## config.mk

```make
export PLATFORM = sky130hd
export DESIGN_NAME = seq_det_sched_flat
export DESIGN_NICKNAME = d
export VERILOG_FILES = /design/src/rtl/seq_det_sched_pkg.sv /design/src/rtl/seq_det_sched_if.sv /design/src/rtl/seq_det_sched_rr_arbiter.sv /design/src/rtl/seq_det_sched.sv /design/src/flat_wrapper.sv
export SDC_FILE = /design/constraint.sdc
export NUM_CORES = 1
export LEC_CHECK = 0
export ABC_AREA = 1
export BUFFER_PORTS_ARGS = -buffer_cell sky130_fd_sc_hd__buf_4
export CORE_MARGIN = 2
export CORE_UTILIZATION = 62
export DETAILED_ROUTE_END_ITERATION = 6
export PLACE_DENSITY = 0.85
export SETUP_SLACK_MARGIN = 0.5
export SYNTH_ARGS = -nofsm -noshare
export SYNTH_HDL_FRONTEND = slang
export SYNTH_SLANG_ARGS = --single-unit
```

## constraint.sdc

```tcl
create_clock -name clk -period 9.9 [get_ports clk]
set_clock_uncertainty 0.2 [all_clocks]
set_input_delay 0.99 -clock clk [delete_from_list [all_inputs] [get_ports clk]]
set_output_delay 0.99 -clock clk [all_outputs]
set_load 0.01 [all_outputs]
```

## src/rtl/seq_det_sched_pkg.sv

```systemverilog
// Shared types and constants for the time-shared "1001" sequence detector.
package seq_det_pkg;

    typedef enum logic [1:0] {
        S0 = 2'b00,
        S1 = 2'b01,
        S2 = 2'b10,
        S3 = 2'b11
    } state_t;

    localparam logic [3:0] PATTERN = 4'b1001;

endpackage

```

## src/rtl/seq_det_sched_if.sv

```systemverilog
// Lane request/data/grant bundle plus detector results; match_cnt exists only
// when SEQ_DET_CNT_EN is defined.
interface seq_det_sched_if #(
    parameter int NLANES = 4,
    parameter int LW     = $clog2(NLANES)
);
    logic [NLANES-1:0]   req;
    logic [NLANES-1:0]   in;
    logic [NLANES-1:0]   gnt;
    logic                match;
    logic [LW-1:0]       match_lane;
    logic                busy;
`ifdef SEQ_DET_CNT_EN
    logic [NLANES*8-1:0] match_cnt;
`endif

    modport master (
        output req,
        output in,
        input  gnt,
        input  match,
        input  match_lane,
`ifdef SEQ_DET_CNT_EN
        input  match_cnt,
`endif
        input  busy
    );

    modport slave (
        input  req,
        input  in,
        output gnt,
        output match,
        output match_lane,
`ifdef SEQ_DET_CNT_EN
        output match_cnt,
`endif
        output busy
    );
endinterface

```

## src/rtl/seq_det_sched_rr_arbiter.sv

```systemverilog
// Combinational round-robin arbiter: search begins at ptr, first requester wins.
module rr_arbiter
    import seq_det_pkg::*;
#(
    parameter int NLANES = 4,
    parameter int LW     = $clog2(NLANES)
) (
    input  logic [NLANES-1:0] req,
    input  logic [LW-1:0]     ptr,
    output logic [NLANES-1:0] gnt,
    output logic [LW-1:0]     winner
);

    always_comb begin
        int unsigned idx;
        logic        found;
        logic [LW-1:0] sel;
        gnt    = '0;
        winner = '0;
        found  = 1'b0;
        for (int unsigned i = 0; i < NLANES; i++) begin
            // Explicit wrap keeps non-power-of-two lane counts in range.
            idx = int'(ptr) + i;
            if (idx >= NLANES) idx = idx - NLANES;
            sel = LW'(idx);
            if (!found && req[sel]) begin
                found      = 1'b1;
                gnt[sel]   = 1'b1;
                winner     = sel;
            end
        end
    end

endmodule

```

## src/rtl/seq_det_sched.sv

```systemverilog
// One shared Mealy "1001" detector time-shared across NLANES lanes, with a
// 2-bit context per lane. Define SEQ_DET_CNT_EN to add per-lane match counters.
module seq_det_sched
    import seq_det_pkg::*;
#(
    parameter int NLANES = 4,
    parameter int LW     = $clog2(NLANES)
) (
    input  logic               clk,
    input  logic               rst,
    seq_det_sched_if.slave     bus
);

    state_t            ctx [NLANES];
    logic [LW-1:0]     ptr;
    logic [NLANES-1:0] arb_gnt;
    logic [LW-1:0]     winner;
    logic              any_gnt;
    state_t            cur;
    state_t            nxt;
    logic              det;
    logic              bit_in;
    logic              match_r;
    logic [LW-1:0]     match_lane_r;

    rr_arbiter #(
        .NLANES (NLANES),
        .LW     (LW)
    ) u_arb (
        .req    (bus.req),
        .ptr    (ptr),
        .gnt    (arb_gnt),
        .winner (winner)
    );

    assign bus.gnt = rst ? '0 : arb_gnt;
    assign any_gnt = |bus.gnt;
    assign cur     = ctx[winner];
    assign bit_in  = bus.in[winner];

    // Single shared next-state function applied to the granted lane's context.
    always_comb begin
        nxt = cur;
        det = 1'b0;
        case (cur)
            S0: nxt = (bit_in == PATTERN[3]) ? S1 : S0;
            S1: nxt = (bit_in == PATTERN[2]) ? S2 : S1;
            S2: nxt = (bit_in == PATTERN[1]) ? S3 : S1;
            S3: begin
                nxt = (bit_in == PATTERN[0]) ? S1 : S0;
                det = (bit_in == PATTERN[0]);
            end
            default: nxt = S0;
        endcase
    end

    always_ff @(posedge clk) begin
        if (rst) begin
            for (int unsigned i = 0; i < NLANES; i++) ctx[i] <= S0;
            ptr          <= '0;
            match_r      <= 1'b0;
            match_lane_r <= '0;
        end else begin
            match_r <= any_gnt && det;
            if (any_gnt) begin
                ctx[winner] <= nxt;
                ptr         <= (winner == LW'(NLANES - 1)) ? '0 : winner + 1'b1;
                if (det) match_lane_r <= winner;
            end
        end
    end

    always_comb begin
        bus.busy = 1'b0;
        for (int unsigned i = 0; i < NLANES; i++)
            if (ctx[i] != S0) bus.busy = 1'b1;
    end

    assign bus.match      = match_r;
    assign bus.match_lane = match_lane_r;

`ifdef SEQ_DET_CNT_EN
    logic [7:0] cnt [NLANES];

    always_ff @(posedge clk) begin
        if (rst) begin
            for (int unsigned i = 0; i < NLANES; i++) cnt[i] <= '0;
        end else if (any_gnt && det && cnt[winner] != 8'hFF) begin
            cnt[winner] <= cnt[winner] + 8'd1;
        end
    end

    for (genvar g = 0; g < NLANES; g++) begin : g_cnt
        assign bus.match_cnt[g*8 +: 8] = cnt[g];
    end
`endif

endmodule

```

## src/flat_wrapper.sv

```systemverilog
// flat-port wrapper written by rule: the top's interface ports become plain ports
module seq_det_sched_flat import seq_det_pkg::*;
#(
    parameter int NLANES = 4,
    parameter int LW     = $clog2(NLANES)
)
  (clk, rst, bus_req, bus_in, bus_gnt, bus_match, bus_match_lane, bus_busy);
  seq_det_sched_if #(.NLANES(NLANES), .LW(LW)) bus_i ();
  input  logic clk;
  input  logic rst;
  input wire logic [$bits(bus_i.req)-1:0] bus_req;
  input wire logic [$bits(bus_i.in)-1:0] bus_in;
  output wire logic [$bits(bus_i.gnt)-1:0] bus_gnt;
  output wire logic [$bits(bus_i.match)-1:0] bus_match;
  output wire logic [$bits(bus_i.match_lane)-1:0] bus_match_lane;
  output wire logic [$bits(bus_i.busy)-1:0] bus_busy;
  assign bus_i.req = bus_req;
  assign bus_i.in = bus_in;
  assign bus_gnt = bus_i.gnt;
  assign bus_match = bus_i.match;
  assign bus_match_lane = bus_i.match_lane;
  assign bus_busy = bus_i.busy;
  seq_det_sched #(.NLANES(NLANES), .LW(LW)) u_core (.clk(clk), .rst(rst), .bus(bus_i));
endmodule
```

======== Word-level counts from Yosys, hierarchy flattened ========
Memory sizes are Yosys's and may differ from the RTL's.
Index checks and enable logic that the tools add are counted.
storage, ports and cells
  input port bits ......................... 10
  output and inout port bits .............. 8
  register bits ........................... 5
  memories kept ........................... 1
  bits in writable memories ............... 8
operators by class
  add/sub/neg operators ................... 8
  eq/ne operators ......................... 4
  $lt $le $gt $ge ......................... 13
  mux-type cells .......................... 52
  reductions and logical operators ........ 20
  bitwise gates (word level) .............. 3
memory list
  memory      words  bits a word  rd ports  clocked after memory_dff  write ports  line                 text
  u_core.ctx  4      2            5         0                         4            seq_det_sched.sv:14  state_t ctx [NLANES];
operators with widths
  operator               number
  $mux W2                13
  $mux W1                24
  $mux W4                5
  $lt A2 B3 Y1 const B   5
  $or A4 B4 Y4           3
  $bmux W1 S2            5
  $ge A3 B3 Y1 const B   3
  $demux W1 S2           4
  $ge A2 B1 Y1 const B   4
  $logic_and A1 B1 Y1    8
  $reduce_bool A2 Y1     4
  $sub A2 B1 Y2 const B  4
  $add A2 B2 Y3 const B  2
  $eq A2 B2 Y1 const B   3
  $pmux W2 S3            1
  $reduce_or A2 Y1       2
  $reduce_or A4 Y1       1
  $add A2 B1 Y3 const B  1
  $ge A2 B3 Y1 const B   1
  $logic_not A1 Y1       3
  $add A2 B1 Y2 const B  1
  $eq A2 B1 Y1 const B   1
  $logic_not A2 Y1       1
  $reduce_and A2 Y1      1

======== Longest topological paths before layout ========
  depth in word-level cells ............... 21
  depth in mapped cells ................... 22
  depth with buffers taken out ............ 22

======== Modules after synthesis ========
A second synthesis with hierarchy kept.
second synthesis, totals
  cells, all modules ...................... 172
  area, all modules ....................... 1,271.2 µm²
modules (own cells, without submodules)
  module         cells each  seq. area each (µm²)  area each (µm²)  instances
  seq_det_sched  99          340.3                 832.0            1
  rr_arbiter     73          0.0                   439.2            1

======== Worst setup path after synthesis ========
OpenSTA, ideal clock, no wires.
  kind .................................... input port to flip-flop
  start ................................... input bus_req[1]
  end ..................................... memory u_core.ctx[3][0] in the netlist's numbering (data pin)
  arrival time ............................ 2.703 ns
  stages on the path ...................... 18
  path slack .............................. 6.734 ns
  required time ........................... 9.437 ns
  library setup time ...................... 0.263 ns
  buffers on the path ..................... 0
  cells stage by stage .................... nand2_1 -> nand2_4 -> nand2_4 -> nand2_4 -> nor2_4 -> nand2_1 -> nand2_2 -> nand2_4 -> or2_1 -> o211ai_1 -> and2_1 -> inv_1 -> ha_1 -> nand2_1 -> nand2_2 -> nand2_2 -> inv_2 -> nor2_1
RTL lines
  item             line                 text
  start, declared  flat_wrapper.sv:11   input wire logic [$bits(bus_i.req)-1:0] bus_req;
  end, declared    seq_det_sched.sv:14

======== Worst setup path after layout ========
  start ................................... register u_core.ptr[1]
  end ..................................... output bus_gnt[3]
between the ends
  word-level cells in the longest chain between the ends .. 15
RTL lines
  item                                                    line                            text
  start, declared                                         seq_det_sched.sv:15             logic [LW-1:0] ptr;
  start signal, assigned                                  seq_det_sched.sv:67             ptr <= (winner == LW'(NLANES - 1)) ? '0 : winner + 1'b1;
  branches (longest 13 deep; another with $add A2 B1 Y3)  -
  $mux W4 *                                               seq_det_sched_rr_arbiter.sv:26  if (!found && req[sel]) begin
  $mux W4 *                                               seq_det_sched.sv:36             assign bus.gnt = rst ? '0 : arb_gnt;
  end, declared                                           flat_wrapper.sv:13              output wire logic [$bits(bus_i.gnt)-1:0] bus_gnt;
Every way passes the cells marked *. The select of a mux whose other input is x is not followed.

==> qor.txt <==
Hold Worst Slack: 0.309 ns
Largest net degree at the start of global routing: 14
Cell count of the worst reg-to-reg path: 19
First-pass GRT wire length: 5230 um
Startpoint Class: flop
Highest clock rate: 260 MHz
CTS tree: yes
Cells after Synth: 181
Yosys warns: 0
Drt total wl: 3030 um
Commonest non-fill, non-tap cell in the layout: nand2_1
Relative max-transition margin: 72.3%
Crit. End Element: output port
Post-CTS sizing: 0
ANT cells: 0
Dominant cells by area after synthesis: edfxtp_1 (17%), nand2_1 (11%), ha_1 (9.8%)
Top cell type's share of synthesized area: 17.2%
DR vias/cell: 5.61
Most frequent cells in the layout: nand2_1 (41), nand3_1 (22), buf_4 (17)
Worst R2R End: u_core.ctx[0][1]
Post-CTS Setup Inserts: 0
TritonCTS buffer count: 3
Grt total ovfl: 0
Die footprint: 2650 um^2
Starting Density: 64.4%
Setup-failing EPs final: 0
Post-synth top area cell: edfxtp_1
Die W: 51.5 um
Vias in the first global route: 1187
Vias: 1285
DR iter-0 viols: 64
WS Path Type: flop to output port
Post-route cell area: 1570 um^2
Fin crit period: 3.85 ns
Status: complete, no violations
Placed instance area: 1550 um^2
Gr usage total: 25.9%
Sequential share of the synthesized area: 24.4%
Antenna-violating nets left: 0
Mapped Area: 1400 um^2
Post-synthesis register bit count: 13
PortBufs: 17
Pre-CTS setup slack: 6.22 ns
Top-Level Pins: 18
Clk_lat worst skew: 0.29 ns
Chip Height: 51.5 um
Hold-fix buffers, CTS: 0
Avg WL per Cell: 13.2 um
Root Buffer: clkbuf_4
Synthesized area per cell: 7.72 um^2
Crit path from: u_core.ptr[1]
Slew @ Worst Pin: 0.414 ns
HP Class: flop to flop
Htree depth: 1
Core Area: 2170 um^2
Critical Path AT: 2.66 ns
Drt pass-1 iters: 4
Layout cell share with drive strength beyond 1: 32.8%
Synth unique cells: 30
RePlAce Congestion: 0.962
Post-route setup slack: 6.05 ns
RSZ-0062 raised after global routing: false
Clock sinks: 13
Max FO, Critical Path: 13
Final Hold Viols: 0
Hpwl dp: 2430 um
Synth-to-Final Area Change: 12.5%
Antenna violations before repair: 0
Period utilization: 38.9%
WP data required: 8.71 ns
Buffer depth of the longest clock path: 2
Max Cap Viol: 0
# rows: 17
Remaining design rule violation count: 0
Fill cells: 173
Crit path to: bus_gnt[3]
Reg2Reg Launch Point: u_core.ptr[1]
Clock transition at path regs: 0.09 ns
Reg2reg setup slack: 6.15 ns
Fin. max-slew vios: 0
Nets@finish: 223
Setup_tns: 0 ns
Synthesized Nets: 202
==> through the flow <==
step / util, % / std cells
global placement: 71.2 / 225
floorplan: - / 181
detailed placement: 71.2 / 225
global route: 72.5 / 229
finish: 72.5 / 229
CTS: 72.5 / 229
==> sequential cells by signal, summed over array words and instances (netlist names) <==
signal / count
u_core.ctx: 8
u_core.ptr: 2
u_core.bus.match_lane: 2
u_core.bus.match: 1
==> worst min-delay path by stage <==
stage,start,endpoint,cells after the start
6_report,u_core.bus.match_lane[0],u_core.bus.match_lane[0],2
5_1_grt,u_core.bus.match_lane[0],u_core.bus.match_lane[0],2
4_1_cts,u_core.bus.match_lane[0],u_core.bus.match_lane[0],2
3_5_place_dp,u_core.bus.match_lane[0],u_core.bus.match_lane[0],2
3_3_place_gp,u_core.bus.match_lane[1],u_core.bus.match_lane[1],2
2_1_floorplan,u_core.bus.match_lane[0],u_core.bus.match_lane[0],2
==> cell type report <==
class / instances / area, um^2 / share of cell area (%)
multi-input combinational: 147 / 962 / 61.2
sequential: 13 / 340 / 21.6
timing repair buffer: 17 / 128 / 8.11
inverter: 20 / 80.1 / 5.09
tap: 28 / 35.0 / 2.23
clock buffer: 3 / 22.5 / 1.43
clock inverter: 1 / 5.00 / 0.318
==> cells in the mapped netlist, drive strengths merged <==
cell type	instances
a21boi	4
a21oi	5
and2	1
buf	1
clkinv	1
dfxtp	5
edfxtp	8
ha	11
inv	19
nand2	64
nand3	25
nand4	6
nor2	22
nor3b	1
nor4	2
o211ai	2
o21ai	2
o22ai	1
or2	1
==> per-layer routing <==
metal  routed length [um]  share of wire (%)  vias to the layer above  track usage (%)
li1                     -                  -                      641                -
met1                 1350                 44                      598             33.9
met2                 1490                 49                       46             44.7
met3                  193                6.4                        0             5.85
met4                    0                  0                        0             3.07
met5                    0                  0                        -                0
==> cells by family (layout without fill, tap and decap cells) <==
| group | after synthesis | count (layout) | share of synthesized area (%) |
|---|---|---|---|
| AND/OR/NAND/NOR | 122 | 122 | 52.5 |
| flip-flops | 13 | 13 | 24.4 |
| adder cells (fa/ha/maj) | 11 | 11 | 9.85 |
| AO/OA/AOI/OAI | 14 | 14 | 6.54 |
| buffers and inverters | 21 | 41 | 6.80 |
==> critical path: stages, from the launching register on <==
cell and delay (ns):
dfxtp_1 0.55, inv_1 0.29, ha_1 0.46, inv_1 0.09, nand2_1 0.07, nand2_1 0.08, nor2_4 0.26, nand4_1 0.16
nand3_1 0.11, nand2_1 0.10, inv_1 0.08, buf_4 0.11
Power is left out: the tool's default activity adds up to more than one toggle a clock period on the data nets, which glitch-free logic cannot reach.
